## src/rtl/nibble_pack_unit.sv

```systemverilog
`default_nettype none
// ============================================================================
//  Module   : nibble_pack_unit
//  Purpose  : Packs a stream of 4-bit nibbles (up to 8 per packet, early
//             terminate with in_last) into a 16-bit operand pair rs/rt,
//             held in a single-entry valid/ready output buffer.
//             Optional feature macro: PACK_SUM_EN (adds out_sum, the
//             unsigned sum of the packed nibbles).
//  Revision : 1.0  initial release
// ============================================================================
module nibble_pack_unit (
  input  logic        clk,
  input  logic        rst,
  input  logic        in_valid,
  output logic        in_ready,
  input  logic [3:0]  in_nibble,
  input  logic        in_last,
  output logic        out_valid,
  input  logic        out_ready,
  output logic [15:0] out_rs,
  output logic [15:0] out_rt,
  output logic [15:0] out_sum
);

  localparam logic [2:0] c_last_idx = 3'd7;

  // Packet position counter and assembly registers
  logic [2:0]  cnt_q, cnt_d;
  logic [15:0] asm_rs_q, asm_rs_d;
  logic [15:0] asm_rt_q, asm_rt_d;

  // Single-entry output buffer
  logic        out_valid_q, out_valid_d;
  logic [15:0] out_rs_q, out_rs_d;
  logic [15:0] out_rt_q, out_rt_d;

  logic        w_accept;
  logic        w_complete;
  logic [15:0] w_ins;
  logic [15:0] w_rs_full;
  logic [15:0] w_rt_full;

  // Handshake: input only stalls while a finished packet is held unaccepted
  always_comb begin
    in_ready   = ~out_valid_q | out_ready;
    w_accept   = in_valid & in_ready;
    w_complete = w_accept & (in_last | (cnt_q == c_last_idx));
  end

  // Place the incoming nibble at its slot; index 0 of each word is the MS nibble
  always_comb begin
    w_ins     = {12'h000, in_nibble} << {~cnt_q[1:0], 2'b00};
    w_rs_full = cnt_q[2] ? asm_rs_q : (asm_rs_q | w_ins);
    w_rt_full = cnt_q[2] ? (asm_rt_q | w_ins) : asm_rt_q;
  end

  // Next state for counter, assembly registers and output buffer
  always_comb begin
    cnt_d       = cnt_q;
    asm_rs_d    = asm_rs_q;
    asm_rt_d    = asm_rt_q;
    out_valid_d = out_valid_q;
    out_rs_d    = out_rs_q;
    out_rt_d    = out_rt_q;
    if (w_complete) begin
      // Completion wins over a same-cycle drain: the buffer is reloaded
      cnt_d       = 3'd0;
      asm_rs_d    = 16'h0000;
      asm_rt_d    = 16'h0000;
      out_valid_d = 1'b1;
      out_rs_d    = w_rs_full;
      out_rt_d    = w_rt_full;
    end else begin
      if (w_accept) begin
        cnt_d    = cnt_q + 3'd1;
        asm_rs_d = w_rs_full;
        asm_rt_d = w_rt_full;
      end
      if (out_ready) begin
        out_valid_d = 1'b0;
      end
    end
  end

  // State registers with synchronous reset
  always_ff @(posedge clk) begin
    if (rst) begin
      cnt_q       <= 3'd0;
      asm_rs_q    <= 16'h0000;
      asm_rt_q    <= 16'h0000;
      out_valid_q <= 1'b0;
      out_rs_q    <= 16'h0000;
      out_rt_q    <= 16'h0000;
    end else begin
      cnt_q       <= cnt_d;
      asm_rs_q    <= asm_rs_d;
      asm_rt_q    <= asm_rt_d;
      out_valid_q <= out_valid_d;
      out_rs_q    <= out_rs_d;
      out_rt_q    <= out_rt_d;
    end
  end

  assign out_valid = out_valid_q;
  assign out_rs    = out_rs_q;
  assign out_rt    = out_rt_q;

`ifdef PACK_SUM_EN
  // Running nibble sum; 7 bits covers the maximum of 8 * 15 = 120
  logic [6:0] sum_q, sum_d;
  logic [6:0] out_sum_q, out_sum_d;
  logic [6:0] w_sum_full;

  // Accumulate accepted nibbles, hand the total to the output on completion
  always_comb begin
    w_sum_full = sum_q + {3'b000, in_nibble};
    sum_d      = sum_q;
    out_sum_d  = out_sum_q;
    if (w_complete) begin
      sum_d     = 7'd0;
      out_sum_d = w_sum_full;
    end else if (w_accept) begin
      sum_d = w_sum_full;
    end
  end

  // Sum registers with synchronous reset
  always_ff @(posedge clk) begin
    if (rst) begin
      sum_q     <= 7'd0;
      out_sum_q <= 7'd0;
    end else begin
      sum_q     <= sum_d;
      out_sum_q <= out_sum_d;
    end
  end

  assign out_sum = {9'b0, out_sum_q};
`else
  assign out_sum = 16'h0000;
`endif

endmodule
`default_nettype wire

```

## config.mk

```make
export PLATFORM = sky130hd
export DESIGN_NAME = nibble_pack_unit
export DESIGN_NICKNAME = d
export VERILOG_FILES = /design/src/rtl/nibble_pack_unit.sv
export SDC_FILE = /design/constraint.sdc
export NUM_CORES = 1
export LEC_CHECK = 0
export ABC_AREA = 1
export CAP_MARGIN = 25
export CORE_MARGIN = 2
export CORE_UTILIZATION = 47
export DETAILED_ROUTE_END_ITERATION = 8
export HOLD_SLACK_MARGIN = 0.05
export PLACE_DENSITY = 0.76
export SYNTH_ARGS = -nofsm -noshare
export SYNTH_HDL_FRONTEND = slang
export SYNTH_SLANG_ARGS = --single-unit
```

## constraint.sdc

```tcl
create_clock -name clk -period 1.4 [get_ports clk]
set_input_delay 0.21 -clock clk [delete_from_list [all_inputs] [get_ports clk]]
set_output_delay 0.21 -clock clk [all_outputs]
set_load 0.02 [all_outputs]
```

# [Word level (Yosys, flattened, before mapping)]
# Cells that the tools add are included.
# Widths: inputs -> output; s select.
[op_classes] n_addsub=1 eq_ne=1 shifts=1 n_mux=4 bitwise=8 n_reduce_logical=2
[ops] op="$mux 16" count=2
[ops] op="$or 16x16->16" count=2
[ops] op="$shl 4x4->16" count=1
[ops] op="$add 3x1->3 const B" count=1
[ops] op="$eq 3x3->1 const B" count=1
[ops] op="$and 1x1->1" count=2
[ops] op="$mux 1" count=2
[ops] op="$not 2->2" count=1
[ops] op="$or 1x1->1" count=2
[ops] op="$reduce_bool 2->1" count=1
[ops] op="$reduce_or 2->1" count=1
[ops] op="$not 1->1" count=1
[word_totals] reg_bits=68 in_bits=9 output_inout_bits=50 wordCells=23

# [Logic depth before layout (Yosys ltp)]
[logic_depth] depth_word=5 ltp_mapped=9 ltp_nobuf=8

# [Worst setup path before layout]
# Ideal clock, no wire load.
[synth_path] path_type="register to register" from="reg cnt_q[0]" to="reg asm_rs_q[10]" setup_time_ns=0.064 t_arrival_ns=1.297 required_time_ns=1.336 path_slack_ns=0.039 path_stages_with_launch=10 n_path_buf=2 period_less_slack_ns=1.361 path_cell_list="dfxtp_1 -> ha_1 -> ha_1 -> inv_1 -> nand2_1 -> nand3_4 -> buf_6 -> buf_6 -> nand3_1 -> nor2_1"
[synth_between] elab_chain_len=4 word_cells_on_any_way=8 classes_between="1 x eq/ne; 1 x shift; 1 x mux; 4 x bitwise; 1 x reduce/logical"
[synth_lines] element="from (decl)" line_no="28" rtl="logic [2:0] cnt_q, cnt_d;"
[synth_lines] element="from (signal assigned)" line_no="95" rtl="cnt_q <= cnt_d;"
[synth_lines] element="$not 2->2 or $eq 3x3->1 (tied branches)" line_no="52, 47"
[synth_lines] element="$shl 4x4->16 or $or 1x1->1 (tied branches)" line_no="52, 47"
[synth_lines] element="$or 16x16->16 or $and 1x1->1 (tied branches)" line_no="53, 47"
[synth_lines] element="$mux 16 or $reduce_or 2->1 (tied branches)"
[synth_lines] element="to (signal assigned)" line_no="96" rtl="asm_rs_q <= asm_rs_d;"
[synth_lines] element="to (decl)" line_no="29" rtl="logic [15:0] asm_rs_q, asm_rs_d;"
# Parallel ways exist; a longest one is shown, timed or not.
# A chain may end at the register's enable or synchronous reset.

# [Worst setup path after layout]
[layout_path] from="reg cnt_q[0]" to="reg out_rt_q[10], in the netlist out_rt[10]"
[layout_between] elab_chain_len=4 word_cells_on_any_way=7 classes_between="1 x eq/ne; 1 x shift; 1 x mux; 4 x bitwise"
[layout_lines] element="$not 2->2" line_no="52" rtl="w_ins = {12'h000, in_nibble} << {~cnt_q[1:0], 2'b00};"
[layout_lines] element="$shl 4x4->16" line_no="52"
[layout_lines] element="$or 16x16->16" line_no="54" rtl="w_rt_full = cnt_q[2] ? (asm_rt_q | w_ins) : asm_rt_q;"
[layout_lines] element="$mux 16" line_no="54"
[layout_lines] element="to (signal assigned)" line_no="100" rtl="out_rt_q <= out_rt_d;"
[layout_lines] element="to (decl)" line_no="35" rtl="logic [15:0] out_rt_q, out_rt_d;"
# Parallel ways exist; a longest one is shown, timed or not.

==> results.sh <==
export IMPL_outcome="finished with violations"
export IMPL_violations_in_the_final_reports="negative setup slack"
export IMPL_layout_min_cycle_time_ns=1.437
export IMPL_worst_skew_late_latency_ns=0.36
export IMPL_clk_transition_reported_paths_ns=0.08
export IMPL_post_synth_inst_count=453
export IMPL_inserted_diodes=0
export IMPL_grt_antenna_before_repair=0
export IMPL_critPathSlowestCell="sky130_fd_sc_hd__dfxtp_2"
export IMPL_groute_usage_overall_pct=21.12
export IMPL_routed_via_density=5.118
export IMPL_die_area_um2=7340
export IMPL_worst_setup_path_end_kind="flop"
export IMPL_vias_in_the_first_global_route=2662
export IMPL_crit_type="flop to flop"
export IMPL_tritoncts_num_buffers=9
export IMPL_worst_ep_required_time_ns=1.71
export IMPL_static_leakage_power_nw=2.068
export IMPL_clockBufferDepth=2
export IMPL_die_x_um=85.68
export IMPL_floorplan_rows=29
export IMPL_timing_critical_path_cells="ha_4 > ha_4 > inv_2 > nand2_4 > nand3_4 > nor2_4 > buf_12 > buf_16 > nand2_1 > nand2_1"
export IMPL_dr_pass1_iters=5
export IMPL_arrival_ns=1.74
export IMPL_place_worst_setup_slack_ns=-0.1798
export IMPL_synth_ff_latch_count=68
export IMPL_slew_violations=0
export IMPL_maxClockFrequency_mhz=695.8
export IMPL_pin_count_of_the_biggest_net_entering_global_routing=34
export IMPL_detail_route_iter0_violations=227
export IMPL_die_height_um=85.68
export IMPL_syn_cell_area_um2=3136
export IMPL_muxShareOfSynthArea_pct=0
export IMPL_drv_max_cap_violation_count=0
export IMPL_initial_utilization_pct=49.10
export IMPL_detailed_place_hpwl_um=4636
export IMPL_total_drc_errors_in_the_routed_layout=0
export IMPL_clkSinkCount=68
export IMPL_timing_critical_path_fanout_max=8
export IMPL_fin_worst_hold_slack_ns=0.4657
export IMPL_multiInputGateArea_um2=1459
export IMPL_vdd_ir_drop_max_uv=727.2
export IMPL_num_vias=3025
export IMPL_synth_compound_area_share_pct=4.150
export IMPL_yosys_area_share_xor_xnor_pct=0
export IMPL_clk_root_buffer_cell="sky130_fd_sc_hd__clkbuf_8"
export IMPL_synth_top_family_by_area="simple AND/OR/NAND/NOR gates"
export IMPL_post_synthesis_share_of_cell_area_spent_on_and_or_nand_and_nor_gates_pct=33.24
export IMPL_tritoncts="built"
export IMPL_cts_htree_levels=3
export IMPL_min_delay_path_class="flop to flop"
export IMPL_nets=520
export IMPL_setup_violations=11
export IMPL_grt_remaining_overflow=0
export IMPL_synth_seq_area_share_pct=43.42
export IMPL_layout_core_utilization_pct=66.50
export IMPL_hold_viol_final=0
export IMPL_synthToLayoutAreaGrowth_pct=35.43
export IMPL_worst_path_largest_cell_delay_ns=0.35
export IMPL_fin_area_um2=4247
export IMPL_yosysWarnings=0
export IMPL_ioPinCount=59
export IMPL_synth_avg_cell_area_um2=6.922
export IMPL_finish_cell_count_without_fillers=591
export IMPL_ant_nets=0
export IMPL_post_route_worst_setup_slack_ns=-0.03716
export IMPL_drive_gt1_share_pct=17.51
export IMPL_clock_skew_ns=0.006629
export IMPL_place_congestion=0.8708
export IMPL_input_output_buffers=42
export IMPL_grt_first_pass_wirelength_um=12230
export IMPL_route_detailed_wl_per_inst_um=13.87
export IMPL_synth_lib_cells_used_distinct=19
export IMPL_setup_worst_path_start_class="flop"
export IMPL_drt_wl_total_um=8195
export IMPL_filler_cell_count=545
export IMPL_power_density_normalized_to_cell_area_nw_per_um2=1072
export IMPL_seq_area_um2=1364
export IMPL_detailed_place_area_um2=3649
export IMPL_finalCritPeriodShare_pct=102.7
export IMPL_core_um2=6386
export IMPL_rsz0062_at_grt="true"
export IMPL_placed_cells=564
export IMPL_synth_fa_ha_area_share_pct=0.7981
[worst paths after layout]
check / to / from / slack [ns] / cells after the start
min: out_rt[8] / out_rt[8] / 0.47 / 2
max: out_rt[10] / cnt_q[0] / -0.04 / 10
max reg2reg: out_rt[10] / cnt_q[0] / -0.04 / 10
min reg2reg: out_rt[8] / out_rt[8] / 0.47 / 2
[kinds of logic (layout without fill, tap and decap cells)]
family / count (synthesis) / in the layout
simple gates: 241 / 241
buf+inv: 115 / 161
flops: 68 / 68
other cells: 1 / 16
compound gates: 26 / 26
fa+ha+maj: 2 / 2
[cell usage after synthesis]
cell type,n,share of area (%)
sky130_fd_sc_hd__inv_2,2,0.24
sky130_fd_sc_hd__nand2_4,1,0.36
sky130_fd_sc_hd__o21ai_1,2,0.32
sky130_fd_sc_hd__ha_1,2,0.80
sky130_fd_sc_hd__a21oi_1,4,0.64
sky130_fd_sc_hd__conb_1,1,0.12
sky130_fd_sc_hd__buf_2,8,1.3
sky130_fd_sc_hd__nor2_1,37,4.4
sky130_fd_sc_hd__buf_4,21,5.0
sky130_fd_sc_hd__buf_1,5,0.60
sky130_fd_sc_hd__nand2_2,1,0.20
sky130_fd_sc_hd__inv_1,72,8.6
sky130_fd_sc_hd__buf_6,7,2.5
sky130_fd_sc_hd__nand3_1,85,14
sky130_fd_sc_hd__o21ai_0,20,3.2
sky130_fd_sc_hd__nor2_4,1,0.36
sky130_fd_sc_hd__nand3_4,1,0.56
sky130_fd_sc_hd__nand2_1,115,14
sky130_fd_sc_hd__dfxtp_1,68,43
[critical path, delay by kind of cell (launching register included)]
family / cells / cell delay, ns
and+or+nand+nor: 5 / 0.47
DFF: 1 / 0.35
buffers and inverters: 3 / 0.30
adders and majority gates: 2 / 0.26
[final cells by class]
type | instances | share of cell area [%]
multi-input combinational | 285 | 34.35
sequential | 68 | 32.12
timing repair buffer | 71 | 18.86
inverter | 74 | 6.541
clock buffer | 10 | 3.241
clock inverter | 6 | 2.622
tap | 77 | 2.269
[layer usage]
layer / routed length (um) / part of all wire, % / GRT usage (%)
met4: 292 / 3.6 / 9.235
met5: 0 / 0 / 0
met3: 558 / 6.8 / 5.390
met1: 3399 / 41 / 26.47
met2: 3945 / 48 / 34.45
[state kept, by name (all words and copies together) (netlist names)]
name,count
out_valid,1
cnt_q,3
asm_rs_q,16
out_rs,16
out_rt,16
asm_rt_q,16
[what timing repair did]
action / in CTS / in global routing
cloned: 1 / 5
pin swaps: 2 / 49
setup endpoints to repair: 64 / 65
endpoints found under the hold margin: 0 / 0
hold buffers: 0 / 0
setup buffers: 5 / 1
resized for setup: 43 / 52
[cell usage in the layout, fill, tap and decap left out, types with 7 or more instances in the layout]
| cell | n |
|---|---|
| sky130_fd_sc_hd__nand2_1 | 106 |
| sky130_fd_sc_hd__inv_1 | 71 |
| sky130_fd_sc_hd__dfxtp_1 | 66 |
| sky130_fd_sc_hd__nand3_1 | 64 |
| sky130_fd_sc_hd__nor2_1 | 34 |
| sky130_fd_sc_hd__dlygate4sd2_1 | 34 |
| sky130_fd_sc_hd__nand3_2 | 18 |
| sky130_fd_sc_hd__conb_1 | 16 |
| sky130_fd_sc_hd__buf_4 | 12 |
| sky130_fd_sc_hd__o21ai_1 | 11 |
| sky130_fd_sc_hd__o21ai_0 | 10 |
| sky130_fd_sc_hd__clkbuf_8 | 10 |
| sky130_fd_sc_hd__clkdlybuf4s50_1 | 8 |
| sky130_fd_sc_hd__buf_12 | 8 |
| sky130_fd_sc_hd__nand2_2 | 7 |
[power breakdown]
part | internal, mW | switching, mW | leakage, nW
clock network | 1.23 | 0.792 | 0.122
registers | 1.96 | 0.0129 | 0.550
logic | 0.219 | 0.341 | 1.40
[per-stage QoR]
stage                     power [mW]  setup TNS [ns]
after CTS                      4.453         -0.1456
after floorplan                2.340               0
after global placement         2.446          -6.595
after global routing           4.712          -2.567
after detailed placement       2.453          -8.051
final                          4.553         -0.3188
(Power assumes the default switching activity.)
